### config.mk
export PLATFORM = sky130hd
export DESIGN_NAME = dot_acc_flat
export DESIGN_NICKNAME = d
export VERILOG_FILES = /design/src/rtl/dot_acc_if.sv /design/src/rtl/dot_acc.sv /design/src/flat_wrapper.sv
export SDC_FILE = /design/constraint.sdc
export NUM_CORES = 1
export LEC_CHECK = 0
export BUFFER_PORTS_ARGS = -buffer_cell sky130_fd_sc_hd__buf_2
export CAP_MARGIN = 10
export CORE_MARGIN = 4
export CORE_UTILIZATION = 45
export DETAILED_ROUTE_END_ITERATION = 12
export PLACE_DENSITY = 0.67
export SYNTH_ARGS = -nofsm -noshare
export SYNTH_HDL_FRONTEND = slang
export SYNTH_SLANG_ARGS = --single-unit
export TNS_END_PERCENT = 1
### constraint.sdc
create_clock -name clk -period 1.97 [get_ports clk]
set_input_delay 0.394 -clock clk [delete_from_list [all_inputs] [get_ports clk]]
set_output_delay 0.394 -clock clk [all_outputs]
set_load 0.02 [all_outputs]
### src/rtl/dot_acc_if.sv
// Product-in / frame-result-out handshake bundle for dot_acc.
// The slave modport is the accumulator side.
interface dot_acc_if #(
  parameter int PW = 6,
  parameter int AW = 8
);
  logic          in_valid;
  logic          in_ready;
  logic [PW-1:0] p;
  logic          out_valid;
  logic          out_ready;
  logic [AW-1:0] sum;
  logic          ovf;

  modport master (
    output in_valid, p, out_ready,
    input  in_ready, out_valid, sum, ovf
  );

  modport slave (
    input  in_valid, p, out_ready,
    output in_ready, out_valid, sum, ovf
  );
endinterface

### src/rtl/dot_acc.sv
// Frame accumulator behind the 3-bit multiplier: sums LEN products,
// then holds the frame sum and sticky carry flag until taken.
module dot_acc #(
  parameter int PW  = 6,
  parameter int LEN = 4,
  parameter int AW  = 8
) (
  input  logic     clk,
  input  logic     rst_n,
  input  logic     clr,
  dot_acc_if.slave bus,
  output logic     busy
);
  localparam int CW = $clog2(LEN);
  localparam int SW = AW + 1;
  localparam logic [CW-1:0] LAST = CW'(LEN - 1);

  typedef enum logic {ACC, HOLD} state_t;

  state_t        state_q, state_d;
  logic [AW-1:0] acc_q, acc_d;
  logic [AW-1:0] sum_q, sum_d;
  logic [CW-1:0] cnt_q, cnt_d;
  logic          ovf_acc_q, ovf_acc_d;
  logic          ovf_q, ovf_d;
  logic          in_ready;
  logic          accept;
  logic          last;
  logic [AW:0]   add;

  // clr masks in_ready so an abort never swallows a product
  assign in_ready = (state_q == ACC) && !clr;
  assign accept   = bus.in_valid && in_ready;
  assign last     = (cnt_q == LAST);
  assign add      = {1'b0, acc_q} + SW'(bus.p);

  assign bus.in_ready  = in_ready;
  assign bus.out_valid = (state_q == HOLD);
  assign bus.sum       = sum_q;
  assign bus.ovf       = ovf_q;
  assign busy          = (cnt_q != '0);

  always_comb begin
    state_d   = state_q;
    acc_d     = acc_q;
    cnt_d     = cnt_q;
    ovf_acc_d = ovf_acc_q;
    sum_d     = sum_q;
    ovf_d     = ovf_q;
    unique case (1'b1)
      clr: begin
        state_d   = ACC;
        acc_d     = '0;
        cnt_d     = '0;
        ovf_acc_d = 1'b0;
      end
      accept && last: begin
        sum_d     = add[AW-1:0];
        ovf_d     = ovf_acc_q | add[AW];
        acc_d     = '0;
        cnt_d     = '0;
        ovf_acc_d = 1'b0;
        state_d   = HOLD;
      end
      accept && !last: begin
        acc_d     = add[AW-1:0];
        ovf_acc_d = ovf_acc_q | add[AW];
        cnt_d     = cnt_q + 1'b1;
      end
      !clr && state_q == HOLD && bus.out_ready: begin
        state_d = ACC;
      end
      default: ;
    endcase
  end

  always_ff @(posedge clk or negedge rst_n) begin
    if (!rst_n) begin
      state_q   <= ACC;
      acc_q     <= '0;
      cnt_q     <= '0;
      ovf_acc_q <= 1'b0;
      sum_q     <= '0;
      ovf_q     <= 1'b0;
    end else begin
      state_q   <= state_d;
      acc_q     <= acc_d;
      cnt_q     <= cnt_d;
      ovf_acc_q <= ovf_acc_d;
      sum_q     <= sum_d;
      ovf_q     <= ovf_d;
    end
  end
endmodule

### src/flat_wrapper.sv
// flat-port wrapper written by rule: the top's interface ports become plain ports
module dot_acc_flat 
#(
  parameter int PW  = 6,
  parameter int LEN = 4,
  parameter int AW  = 8
)
  (clk, rst_n, clr, busy, bus_in_valid, bus_p, bus_out_ready, bus_in_ready, bus_out_valid, bus_sum, bus_ovf);
  dot_acc_if #(.PW(PW), .AW(AW)) bus_i ();
  input  logic clk;
  input  logic rst_n;
  input  logic clr;
  output logic busy;
  input wire logic [$bits(bus_i.in_valid)-1:0] bus_in_valid;
  input wire logic [$bits(bus_i.p)-1:0] bus_p;
  input wire logic [$bits(bus_i.out_ready)-1:0] bus_out_ready;
  output wire logic [$bits(bus_i.in_ready)-1:0] bus_in_ready;
  output wire logic [$bits(bus_i.out_valid)-1:0] bus_out_valid;
  output wire logic [$bits(bus_i.sum)-1:0] bus_sum;
  output wire logic [$bits(bus_i.ovf)-1:0] bus_ovf;
  assign bus_i.in_valid = bus_in_valid;
  assign bus_i.p = bus_p;
  assign bus_i.out_ready = bus_out_ready;
  assign bus_in_ready = bus_i.in_ready;
  assign bus_out_valid = bus_i.out_valid;
  assign bus_sum = bus_i.sum;
  assign bus_ovf = bus_i.ovf;
  dot_acc #(.PW(PW), .LEN(LEN), .AW(AW)) u_core (.clk(clk), .rst_n(rst_n), .clr(clr), .bus(bus_i), .busy(busy));
endmodule
==> impl_metrics.json <==
{
  "drive_gt1_frac": 0.289,
  "fin_crit_ps": 1880,
  "grt_remaining_overflow": 0,
  "maxCapViolCount": 0,
  "switching_share": 0.330,
  "clock_latency_ps": 300,
  "setup_viol": 0,
  "holdWs_ps": 25.9,
  "antenna_found_initial": 0,
  "dpl_cell_area_sq_um": 1320,
  "synth_top_area_frac": 0.460,
  "clkSlewWorstSetupHoldPaths_ps": 120,
  "synth_warnings": 0,
  "avgSynthCellArea_sq_um": 10.1,
  "holdBufCountCts": 0,
  "place_inst": 168,
  "drtPass1Iterations": 4,
  "drt_iter0_markers": 23,
  "max_stage_delay_ps": 410,
  "maxSlewHeadroom": 0.679,
  "fin_skew_ps": 4.39,
  "p_sw_mw": 0.340,
  "p_leak_nw": 0.674,
  "root_buffer": "clkbuf_4",
  "clockPowerShare": 0.204,
  "pwr-share-seq": 0.492,
  "num_rows": 18,
  "area_growth_pct": 19.4,
  "crit_slowest_cell": "dfrtp_1",
  "ant_nets": 0,
  "die_y_um": 58.4,
  "status": "completed",
  "timing.final.crit_share": 0.954,
  "cp_top_family": "compound AO/OA/AOI/OAI gates",
  "io_buffers": 22,
  "hpwl_um": 1830,
  "grt_pass1_vias": 890,
  "synth_area_leader_cell": "dfrtp_1",
  "multi_input_area_sq_um": 591,
  "cts_sinks": 21,
  "cts_tree": "yes",
  "fmax_ghz": 0.532,
  "synth_area_leaders": "dfrtp_1 46%, ha_1 8.8%, o21ai_0 5.3%",
  "grt_max_degree": 22,
  "cts-buffers-inserted": 3,
  "antenna_cells": 0,
  "hold_violations": 0,
  "seq_area_sq_um": 526,
  "synthesis.nets": 133,
  "instances_no_fill": 172,
  "cts_buffer_depth": 2,
  "path_cells": "ha_1 > inv_1 > fa_2 > nor2b_4 > o31a_1 > or2_1 > a41oi_2 > o21ai_1",
  "grt_pass1_wl_um": 4070,
  "ys_ff_latch": 21,
  "io_pins": 23,
  "start_util": 0.466,
  "fin_ws_ps": 90.7,
  "htreeDepth": 1,
  "worstSetupEndpointType": "register",
  "yosysSeqAreaShare": 0.460,
  "wl_per_cell_um": 13.8,
  "vdd_drop_max_mv": 0.523,
  "post_cts_resized": 0,
  "drc": 0,
  "powerDensity_nw_per_um2": 756,
  "path_max_fanout": 3,
  "crit_buf_inv": 1,
  "design_area_sq_um": 1370,
  "viasPerCell": 5.20,
  "critPathArrivalTime_ps": 2080,
  "postCtsSetupBuffers": 0,
  "fin_nets": 163,
  "grt_usage": 0.155,
  "vias": 894,
  "die_w_um": 58.4,
  "rsz0062_at_grt": "false",
  "drt_wl_total_um": 2370,
  "gp_congestion": 0.824,
  "ys_types": 33,
  "comb_power_share": 0.303,
  "n_fill_cell": 229,
  "synth_area_sq_um": 1140,
  "synthCells": 113,
  "required_ps": 2170,
  "crit_type": "reg -> reg",
  "cp-start-kind": "register",
  "worstMarginPinSlew_ps": 481,
  "dp_slack_ps": -55.1,
  "intPower_mw": 0.692,
  "core_area_sq_um": 2450,
  "die_area_sq_um": 3410,
  "slew_viol_final": 0,
  "min-delay-path-class": "in -> async"
}
-- area by class of cell --
type | instances | area share
Clock buffer | 4 | 0.0192
Inverter | 8 | 0.0220
Multi-Input combinational cell | 81 | 0.433
Sequential cell | 21 | 0.385
Tap cell | 30 | 0.0275
Timing Repair Buffer | 28 | 0.114
-- state kept, by name, indices dropped and copies added, names as in the netlist --
| register | count |
|---|---|
| u_core.bus.sum | 8 |
| u_core.bus.out_valid | 1 |
| u_core.acc_q | 8 |
| u_core.ovf_acc_q | 1 |
| u_core.bus.ovf | 1 |
| u_core.cnt_q | 2 |
-- through the flow --
stage / util / power [mW] / TNS, ps
floorplan: - / 0.721 / 0
global route: 0.556 / 1.10 / 0
detailed placement: 0.539 / 0.828 / -133
finish: 0.556 / 1.03 / 0
CTS: 0.550 / 1.04 / 0
global placement: 0.539 / 0.817 / -19.1
-- worst paths after layout --
| check | startpoint | end | slack [ps] | cells past startpoint |
|---|---|---|---|---|
| worst min-delay path | rst_n | u_core.bus.sum[5] | 30 | 1 |
| min in group clk | clr | u_core.bus.out_valid | 290 | 2 |
| worst max register to register | u_core.acc_q[0] | u_core.bus.ovf | 90 | 8 |
| max in group asynchronous | rst_n | u_core.bus.out_valid | 1610 | 1 |
| worst max-delay path | u_core.acc_q[0] | u_core.bus.ovf | 90 | 8 |
| worst min register to register | u_core.bus.sum[5] | u_core.bus.sum[5] | 490 | 2 |
-- cells by family (layout without fill, tap and decap cells) --
group | count (synthesis) | count (layout) | synth area share
AO/OA/AOI/OAI | 37 | 37 | 0.210
AND/OR/NAND/NOR | 28 | 28 | 0.128
flip-flops | 21 | 21 | 0.460
buffers and inverters | 11 | 40 | 0.0372
adder cells (fa/ha/maj) | 9 | 9 | 0.105
XOR/XNOR | 4 | 4 | 0.0306
multiplexers | 3 | 3 | 0.0295
-- synth_stat cells --
cell type	count
o21ai_1	1
xnor2_1	2
o2bb2ai_1	1
o21a_1	3
nand2b_1	2
o21ai_0	12
buf_2	1
xor2_1	2
nand3_1	2
or3_1	1
nor3_1	3
ha_1	8
clkbuf_1	2
nand3b_1	1
a22o_1	4
a211oi_1	1
a21oi_1	8
nor4b_2	1
a21o_1	1
or2_1	1
mux2_2	3
nor2_1	6
dfrtp_1	21
o31a_1	1
o31ai_1	1
fa_1	1
nor2b_4	1
a31o_2	1
o21bai_1	1
inv_1	8
a41oi_1	1
o31ai_2	1
nand2_1	10
-- placed cells by master (no fill, tap or decap), drive strengths merged, types with 2 or more instances in the layout --
| cell type | instances |
|---|---|
| a21oi | 8 |
| nor3 | 3 |
| ha | 8 |
| mux2 | 3 |
| o31ai | 2 |
| inv | 8 |
| a22o | 4 |
| nand2b | 2 |
| dfrtp | 21 |
| o21ai | 13 |
| buf | 28 |
| nand2 | 10 |
| nor2 | 6 |
| xnor2 | 2 |
| clkbuf | 4 |
| nand3 | 2 |
| xor2 | 2 |
| o21a | 3 |
-- worst register-to-register path: cells and delay by family, from the launching register on --
| kind | cells | cell delay [ps] |
|---|---|---|
| buf+inv | 1 | 80 |
| simple gates | 2 | 310 |
| fa+ha+maj | 2 | 430 |
| flops | 1 | 410 |
| compound gates | 3 | 560 |
-- power groups by stage --
stage | logic (mW) | registers (mW) | clock network [mW]
after floorplan | 0.172 | 0.549 | 0
after global placement | 0.304 | 0.513 | 0
after detailed placement | 0.311 | 0.517 | 0
after CTS | 0.312 | 0.509 | 0.221
after global routing | 0.347 | 0.514 | 0.239
final | 0.313 | 0.508 | 0.211
-- layer usage --
metal	up-vias	track usage	routed length, um
li1	458	-	-
met1	418	0.204	1110
met2	14	0.263	1150
met3	4	0.0263	81
met4	0	0.0397	30
met5	-	0	0
No activity file was read; power rests on OpenSTA's default activity.
